File: config.mk
export PLATFORM = sky130hd
export DESIGN_NAME = vae_reparam
export DESIGN_NICKNAME = d
export VERILOG_FILES = /design/src/rtl/vae_reparam.sv
export SDC_FILE = /design/constraint.sdc
export NUM_CORES = 1
export LEC_CHECK = 0
export CAP_MARGIN = 20
export CORE_UTILIZATION = 56
export DETAILED_ROUTE_END_ITERATION = 10
export GPL_ROUTABILITY_DRIVEN = 0
export GPL_TIMING_DRIVEN = 0
export PLACE_DENSITY = 0.8
export SLEW_MARGIN = 20
export SYNTH_ARGS = -nofsm -noshare
export SYNTH_HDL_FRONTEND = slang
export SYNTH_SLANG_ARGS = --single-unit
File: constraint.sdc
create_clock -name clk -period 8.95 [get_ports clk]
set_input_delay 1.79 -clock clk [delete_from_list [all_inputs] [get_ports clk]]
set_output_delay 1.79 -clock clk [all_outputs]
set_load 0.03 [all_outputs]
File: src/rtl/vae_reparam.sv
// Reparameterisation stage z = mu + softplus(rho) * eps, Q8.8 fixed point.
// Three-stage global-stall pipeline with elastic valid/ready and a per-vector last flag.
module vae_reparam #(
  parameter int LATENT_DIM = 16
) (
  input  logic        clk,
  input  logic        rst,
  input  logic        in_valid,
  output logic        in_ready,
  input  logic [15:0] in_mu,
  input  logic [15:0] in_rho,
  input  logic [15:0] in_eps,
  output logic [15:0] sp_operand,
  input  logic [15:0] sp_offset,
  output logic        out_valid,
  input  logic        out_ready,
  output logic [15:0] out_z,
  output logic        out_last
);

  localparam logic [15:0] LAST_IDX = 16'(LATENT_DIM - 1);

  logic        advance;
  logic [15:0] mu1, rho1, eps1;
  logic        v1;
  logic [15:0] sigma2, mu2, eps2;
  logic        v2;
  logic [15:0] cnt;

  logic [15:0]        relu;
  logic [16:0]        sig_sum;
  logic [15:0]        sigma_sat;
  logic signed [32:0] sig_ext, eps_ext, prod, prod_q;
  logic signed [33:0] sum;
  logic [15:0]        z_sat;

  assign advance    = !out_valid || out_ready;
  assign in_ready   = advance;
  assign sp_operand = rho1;
  assign out_last   = out_valid && (cnt == LAST_IDX);

  always_comb begin
    relu      = rho1[15] ? 16'h0000 : rho1;
    sig_sum   = {1'b0, relu} + {1'b0, sp_offset};
    sigma_sat = (sig_sum > 17'h07FFF) ? 16'h7FFF : sig_sum[15:0];

    // sigma is non-negative, so it enters the multiply zero-extended
    sig_ext = $signed({17'b0, sigma2});
    eps_ext = $signed({{17{eps2[15]}}, eps2});
    prod    = sig_ext * eps_ext;
    prod_q  = (prod + 33'sd128) >>> 8;
    sum     = $signed({{18{mu2[15]}}, mu2}) + $signed({prod_q[32], prod_q});

    if (sum > 34'sh0_7FFF)
      z_sat = 16'h7FFF;
    else if (sum < -34'sh0_8000)
      z_sat = 16'h8000;
    else
      z_sat = sum[15:0];
  end

  always_ff @(posedge clk) begin
    if (rst) begin
      mu1       <= '0;
      rho1      <= '0;
      eps1      <= '0;
      v1        <= 1'b0;
      sigma2    <= '0;
      mu2       <= '0;
      eps2      <= '0;
      v2        <= 1'b0;
      out_z     <= '0;
      out_valid <= 1'b0;
      cnt       <= '0;
    end else begin
      if (advance) begin
        mu1       <= in_mu;
        rho1      <= in_rho;
        eps1      <= in_eps;
        v1        <= in_valid;
        sigma2    <= sigma_sat;
        mu2       <= mu1;
        eps2      <= eps1;
        v2        <= v1;
        out_z     <= z_sat;
        out_valid <= v2;
      end
      if (out_valid && out_ready)
        cnt <= (cnt == LAST_IDX) ? 16'h0000 : cnt + 16'h0001;
    end
  end

endmodule

==> impl_summary.md, run 1 <==
CTS
The tree is rooted in a sky130_fd_sc_hd__clkbuf_16. After clock tree synthesis, the clock-pin slew on the worst setup and hold paths is 0.07 ns. The CTS tree is done. CTS saw 131 sinks.

The insertion delay of the later-clocked pin in the worst-skew pair is 0.42 ns. The number of levels the H-tree was split into is 4. In this run the deepest clock path goes through 2 buffers.

In this run, CTS created clock tree buffers numbering 17.

Routing
The first TritonRoute pass finished after 5 iterations. The average via count per standard cell is 5.76. The post-detailed-route wirelength per cell is 17.7 µm. The initial DRC count is 949.

Wires add up to 41.0 mm. The remaining routing DRC violations is 0. The detail route stage leaves a number of antenna-violating nets equal to 0. The via total after detailed routing is 13.3k.

Yosys
Summing the areas of all xor and xnor instances in the mapped netlist gives 3.44% of the synthesized area. Of the total synthesized cell area, the portion taken by full adders, half adders and majority gates is 38.9%. After synthesis, the most frequently instantiated cells are 328 x sky130_fd_sc_hd__nand2_1, 260 x sky130_fd_sc_hd__inv_1, 196 x sky130_fd_sc_hd__fa_1. For this run, the number of Yosys warnings is 0.

After synthesis, flip-flops and latches occupy 17.1% of the total area. The count of cell types in the netlist is 63. Yosys attributes the largest share of cell area to sky130_fd_sc_hd__fa_1 26%, sky130_fd_sc_hd__dfxtp_1 17%, sky130_fd_sc_hd__ha_1 13%, sky130_fd_sc_hd__nand2_1 8.0%, sky130_fd_sc_hd__inv_1 6.4%.

In the synthesized netlist, mux cells make up 0.0736% of the area. Yosys mapped a number of flops with a built-in enable equal to 0. The post-synth net total is 2256. The complex-gate fraction of the synthesized area is 11.9%. The proportion of netlist area held by the largest area contributor is 25.7%. In this run the cell area of the synthesized design comes to 0.0153 mm².

The most common cell in the synthesized netlist is sky130_fd_sc_hd__nand2_1. The per-instance average area after synthesis is 8.36 µm². The post-synthesis simple-gate area fraction is 20.1%. The most used flip-flop cell after synthesis is sky130_fd_sc_hd__dfxtp_1. The number of synthesized register bits is 131.

Synthesis handed over a netlist of 1830 instances. The proportion of register bits with asynchronous set or reset after synthesis is 0%. By area, the combinational part of the netlist is dominated by adder cells.

Summed over all instances, the cell type with the most area after synthesis is sky130_fd_sc_hd__fa_1.

Floorplanning
In this run the horizontal extent of the chip is 167 µm. The floorplan has 60 rows. 103 I/O pins were placed. The height of the chip is 167 µm. The area of the core region is 0.0269 mm². The die covers 0.0280 mm². For this configuration, the core starts out at a cell density of 56.9%.

Global route
Global routing used 29.8% of the available tracks. The first global-routing pass estimated 66.0 mm of wire. The overflow left after global routing is 0. The number of global-route vias before repair is 13.3k. Entering global routing, the biggest net connects 18 pins. The initial antenna violation count is 1.

Worst setup path
The largest stage delay on the critical path is 0.55 ns. The kind of critical path is reg2reg. The critical path endpoint category is a register. STA puts the critical path data required time at 9.26 ns. The worst-path cell with the longest stage delay is sky130_fd_sc_hd__fa_1. Of all nets on the critical path, the largest fanout is 10. The startpoint kind of the worst setup timing path is a register.

The buffer and inverter count on the worst path is 4. The cell seen most often among critical-path stages is sky130_fd_sc_hd__fa_1. The dominant delay contributor by cell family on the critical path is adder cells. The data arrival time of the critical path is 9.13 ns.

Final layout
The utilization after layout is 67.3%. The antenna diode count is 0. The net count of the finished layout is 2388.

The layout overhead on the synthesized area is 18.3%. The number of fill cells is 2060. The post-route netlist has 9.06% of its cells at a drive strength greater than 1.

STA
The total setup violations reported at the end of the flow is 0. The minimum clock period is 8.82 ns. The worst slew slack as a fraction of its limit is 46.5%.

Of the available clock period, the critical path in the final layout requires 98.5%. The worst path meets setup with 0.131 ns of slack. The timing-limited maximum frequency is 0.113 GHz.

The max-slew violation total from the final report was 0. The number of hold violations in the final report is 0. At the pin with the least slew margin, the transition time is 0.796 ns.

On the final layout, the worst clock skew is 0.0118 ns.

Placement
The worst-case setup slack after placement is -1.40 ns. The number of buffers added on ports is 102. The half-perimeter wire length after placement is 32.3 mm.

Pwr
The total power divided by cell area is 157 mW/mm². The worst supply voltage drop on vdd is 0.158 mV. After layout, the design draws a total of 0.00284 W.

The cell leakage power is 8.71 nW.

Run status
The flow ran to the end, and the final reports show no timing, DRC or antenna violations.

Min path
The worst hold path belongs to the class reg2reg.

Flow run
The max-capacitance violation count is 0.
==> where the power goes <==
group	internal (W)	switching (W)	total, W
combinational	0.000593	0.000833	0.00143
clock	0.000379	0.000320	0.000699
sequential	0.000644	0.0000704	0.000714
==> metal layers <==
layer	track usage [%]	up-vias	part of all wire [%]
li1	-	6166	-
met1	37.6	6449	39
met2	50.3	612	48
met3	4.16	117	8.3
met4	14.5	0	4.7
met5	0	-	0
==> final timing paths <==
kind / end / depth (start not counted) / slack (ns) / start
setup reg to reg: out_z[1] / 29 / 0.13 / eps2[14]
setup / recovery: out_z[1] / 29 / 0.13 / eps2[14]
hold reg to reg: mu2[14] / 2 / 0.45 / mu1[14]
hold / removal: mu2[14] / 2 / 0.45 / mu1[14]
==> flip-flops by register name, indices dropped and copies added, names as in the netlist, 16 cells and up <==
register,cells
mu2,16
eps1,16
sp_operand,16
out_z,16
cnt,16
eps2,16
mu1,16
sigma2,16
==> worst register-to-register path, delay by kind of cell (launching register included) <==
family                   cells  cell delay, ns
buffers and inverters        4            0.59
AND/OR/NAND/NOR              8            1.62
flip-flops                   1            0.47
adder cells (fa/ha/maj)      8            3.88
AO/OA/AOI/OAI                8            2.04
XOR/XNOR                     1            0.12
==> cell type report <==
cell class,count,area (µm²),share of cell area [%]
plain buffers,68,452,2.50
clock buffers,17,425,2.35
clock inverters,15,188,1.04
inverters,261,980,5.41
multi-input cells,1359,11700,64.7
flip-flops and latches,131,2710,15.0
well taps,341,427,2.36
repair buffers,124,1210,6.67
==> cells in the final DEF (no fill, tap or decap), drive strengths merged, types with 3 or more instances in the layout <==
cell type      instances
a21boi                 7
nor4                   6
a221o                 16
ha                   162
clkbuf                61
nand3b                 3
and2                 116
and3                  13
nor2                  76
and4                   3
o21a                   8
nand3                 19
xnor2                 34
o21ai                 24
o31ai                  6
nand2                328
clkinv                 7
or3                    8
a21o                  24
o21bai                 5
xor2                  26
buf                   46
nor2b                 20
a31oi                  4
o2111ai                3
o211ai                 8
a21oi                135
nand4                 11
a2111oi                4
dfxtp                131
a211oi                26
nand2b                20
clkdlybuf4s50        102
fa                   196
inv                  268
nor3                  25
==> through the flow <==
step                area, µm²  hold slack (ns)  setup TNS [ns]  cells
floorplan               15300            0.432               0   1830
global placement        16700            0.440          -17.96   2273
detailed placement      16700            0.443          -20.81   2273
CTS                     17700            0.449               0   2302
global route            18100            0.470          -0.504   2316
finish                  18100            0.454               0   2316
==> logic make-up after synthesis <==
logic type / count (synthesis)
xor+xnor: 60
compound gates: 283
fa+ha+maj: 358
buf+inv: 340
flops: 131
simple gates: 657
mux: 1
==> timing repair <==
action,in CTS,in global routing
buffers inserted,4,18
pin swaps,10,34
gates resized for setup,128,94
setup endpoints to repair,16,15
hold buffers,0,0
cloned,0,1
endpoints found under the hold margin,0,0
Power figures use the tool's default switching activity.
==> inputs of run 2 (changes only) <==
--- a/config.mk
+++ b/config.mk
@@ -6,8 +6,10 @@
 export NUM_CORES = 1
 export LEC_CHECK = 0
 export CAP_MARGIN = 20
-export CORE_UTILIZATION = 56
+export CORE_UTILIZATION = 60
+export CTS_BUF_LIST = sky130_fd_sc_hd__clkbuf_8 sky130_fd_sc_hd__clkbuf_16
 export DETAILED_ROUTE_END_ITERATION = 10
+export DONT_BUFFER_PORTS = 1
 export GPL_ROUTABILITY_DRIVEN = 0
 export GPL_TIMING_DRIVEN = 0
 export PLACE_DENSITY = 0.8
==> constraint.sdc (replaced) <==
create_clock -name clk -period 8.95 [get_ports clk]
set_input_delay 1.79 -clock clk [delete_from_list [all_inputs] [get_ports clk]]
set_output_delay 1.79 -clock clk [all_outputs]
set_load 0.1 [all_outputs]
==> run 2 against run 1 <==
Maximum frequency fell by 0.65%. Register-to-register slack worse by 0.06 ns. First-iteration DRC count increased by 19%. Critical path depth is 1 higher. Sequential cell count unchanged. Power grew 7.7%. Clock-buffer cell count is the same. Clock power is 7.4% higher. Core utilization up 1.8 points. Combinational power is 7% lower. Wire length grew 3.7%. Critical path type unchanged. Highest routed layer unchanged.
==> impl_summary.md, run 2 (synthesis gave the netlist of run 1 again) <==
Final layout
The proportion of layout cells with a drive suffix above 1 is 11.0% (+2.0 points). The library cells used most frequently in the layout, excluding fill and tap cells, are 325 x sky130_fd_sc_hd__nand2_1, 257 x sky130_fd_sc_hd__inv_1, 193 x sky130_fd_sc_hd__fa_1, 151 x sky130_fd_sc_hd__ha_1, 121 x sky130_fd_sc_hd__a21oi_1. The layout overhead on the synthesized area is 13.6%. The number of fill cells is 1880 (-8.7%). The most common library cell in the layout ignoring fill and taps is sky130_fd_sc_hd__nand2_1. The final non-filler cell area is 0.0174 mm² (-4.0%).

The net count of the finished layout is 2297 (-3.8%).

STA
The max-slew violation total from the final report is 0 (unchanged). The final critical-path share of the clock period is 99.2% (+0.64 points). The number of hold violations in the final report came to 0 (unchanged). The minimum clock period is 8.88 ns (+0.0575 ns). The timing-limited maximum frequency is 0.113 GHz (-0.65%). The final worst hold slack is 0.449 ns (-0.00525 ns). The worst clock skew is 0.0118 ns (+0.0000172 ns). The worst slew slack as a fraction of its limit is 26.1% (-20 points). The measured slew at the worst slew-check pin is 1.11 ns (+0.311 ns). The total setup violations reported at the end of the flow is 0 (unchanged). The setup slack of the critical path after layout is 0.0732 ns (-0.0575 ns).

Global route
The number of global-route vias before repair was 13.2k (-0.51%). The overflow left after global routing is 0 (unchanged). The all-layer global routing usage was 32.5% (+2.7 points).

The pin count of the biggest net entering global routing was 17 (-1). The initial antenna violation count is 2 (+1). The wire length of the first global-routing pass was 66.2 mm (+0.23%).

Routing
The routed wire length came to 42.5 mm (+3.7%). The remaining routing DRC violations came to 0 (unchanged). The initial DRC count was 1130 (+19%). The average via count per standard cell is 5.93 (+2.9%). The via total after detailed routing is 13.1k (-1.6%). The remaining antenna violation count after routing is 0 (unchanged). The first-pass iteration count of the detailed router is 6 (+1). The post-detailed-route wirelength per cell was 19.2 µm (+8.4%).

Worst setup path
The cell seen most often among critical-path stages is sky130_fd_sc_hd__fa_1. The largest stage delay on the critical path is 0.55 ns (about the same). The data arrival time of the critical path is 9.18 ns (+0.05 ns). The worst-path cell with the longest stage delay is sky130_fd_sc_hd__fa_1.

The worst setup path is launched from a register. The critical path endpoint category is a register. The maximum fanout encountered on the critical timing path is 10 (unchanged). The data required time at the worst endpoint is 9.26 ns (about the same).

The dominant delay contributor by cell family on the critical path is adder cells. The kind of critical path is reg2reg. The buffer and inverter count on the worst path came to 5 (+1).

Floorplanning
The starting utilization of the core area came to 60.9% (+4.0 points). The overall die width is 162 µm (-3.4%). The height of the chip is 162 µm (-3.4%).

The area of the core region was 0.0251 mm² (-6.6%). The floorplan die area came to 0.0261 mm² (-6.6%). The number of primary I/O pins is 103 (unchanged).

The standard-cell row count is 58 (-3.3%).

CTS
TritonCTS built the clock tree. The insertion delay of the later-clocked pin in the worst-skew pair is 0.42 ns (about the same). The root buffer cell chosen for the clock tree is sky130_fd_sc_hd__clkbuf_16. The clock buffer count from CTS is 17 (unchanged). The number of levels the H-tree was split into was 4 (unchanged). The clock-pin slew on the worst setup and hold paths is 0.07 ns (about the same). The number of hold buffers added after CTS is 0 (unchanged). The count of clock tree sinks came to 131 (unchanged). The maximum clock insertion buffer count is 2 (unchanged).

Placement
The post-place instance area was 0.0157 mm² (-6.2%). The number of buffers added on ports is 0 (-100%). The half-perimeter wire length after placement came to 32.0 mm (-0.78%). The worst-case setup slack after placement is -1.36 ns (+0.0401 ns).

Pwr
The total chip power came to 0.00306 W (+7.7%). The internal power is 0.00164 W (+1.6%). The total power divided by cell area came to 176 mW/mm² (+12%). The fraction of power consumed by combinational cells was 43.5% (-6.7 points). The clock power share is 24.6% (about the same).

The cell leakage power is 8.43 nW (-3.2%). The switching power summed over all nets was 0.00142 W (+16%). The proportion of power drawn by flip-flops and latches is 31.9% (+6.7 points). The switching part of the total is 46.3% (+3.2 points).

The worst supply voltage drop on vdd is 0.185 mV (+17%).

Flow run
The max-capacitance violation count came to 0 (unchanged).

Run status
The run finished with clean final reports.

Min path
The class of the most critical hold timing path is reg2reg.
==> run 2: cell types whose count changed in the layout (fill, tap and decap cells not counted), moves of 3 or more <==
cell / previous run / this run
sky130_fd_sc_hd__clkdlybuf4s50_1: 102 / 0
sky130_fd_sc_hd__dfxtp_4: 19 / 23
sky130_fd_sc_hd__dfxtp_2: 11 / 7
sky130_fd_sc_hd__nor2_1: 75 / 72
sky130_fd_sc_hd__clkinv_8: 6 / 1
sky130_fd_sc_hd__bufinv_16: 0 / 3
sky130_fd_sc_hd__buf_6: 9 / 12
sky130_fd_sc_hd__buf_8: 6 / 3
sky130_fd_sc_hd__clkbuf_8: 3 / 8
sky130_fd_sc_hd__ha_1: 155 / 151
sky130_fd_sc_hd__a21oi_1: 124 / 121
sky130_fd_sc_hd__inv_6: 2 / 6
sky130_fd_sc_hd__buf_4: 24 / 30
==> run 2: area by class of cell <==
| cell class | count | area [µm²] | share of cell area, % |
|---|---|---|---|
| inverter | 261 | 981 | 5.65 |
| buffer | 70 | 483 | 2.78 |
| multi-input combinational | 1359 | 11800 | 68.2 |
| clock buffer | 17 | 425 | 2.45 |
| timing repair buffer | 31 | 293 | 1.69 |
| sequential | 131 | 2720 | 15.6 |
| tap | 330 | 413 | 2.38 |
| antenna | 1 | 2.50 | 0.0144 |
| clock inverter | 15 | 209 | 1.20 |
==> run 2: repair_timing <==
item,4_1_cts,5_1_grt
gates resized for setup,131,124
gates cloned,0,1
buffers inserted,9,19
pin swaps,13,50
setup endpoints to repair,16,15
==> run 2: metrics by stage <==
stage / utilization (%) / instances / setup TNS [ns]
final: 69.2 / 2215 / 0
after global routing: 69.2 / 2215 / -1.37
after CTS: 66.8 / 2194 / 0
after detailed placement: 62.6 / 2160 / -20.41
after global placement: 62.6 / 2160 / -17.10
after floorplan: - / 1830 / 0
==> run 2: final timing paths <==
path,start,endpoint,slack [ns],cells past startpoint
max,sigma2[1],out_z[8],0.07,30
min,eps1[14],eps2[14],0.45,2
max reg2reg,sigma2[1],out_z[8],0.07,30
min reg2reg,eps1[14],eps2[14],0.45,2
==> run 2: power by group through the flow <==
stage	Clock (W)	Combinational, W	Sequential [W]
floorplan	0	0.000828	0.000951
global placement	0	0.00109	0.000982
detailed placement	0	0.00112	0.000984
CTS	0.000755	0.00121	0.000974
global route	0.000780	0.00145	0.000981
finish	0.000751	0.00133	0.000976
==> run 2: worst register-to-register path: cells and delay by family (launching register included) <==
family                   cells  cell delay [ns]
AO/OA/AOI/OAI                8             2.00
XOR/XNOR                     1             0.13
adder cells (fa/ha/maj)      8             3.91
buffers and inverters        5             0.74
flip-flops                   1             0.43
AND/OR/NAND/NOR              8             1.56
==> run 2: layer usage <==
| layer | wire length [µm] | vias up | GRT usage (%) | share of wire (%) |
|---|---|---|---|---|
| met4 | 2050 | 0 | 15.1 | 4.8 |
| met1 | 15400 | 6298 | 38.9 | 36 |
| met2 | 20500 | 701 | 54.9 | 48 |
| met3 | 4460 | 155 | 8.32 | 10 |
| met5 | 0 | - | 0 | 0 |
| li1 | - | 5981 | - | - |
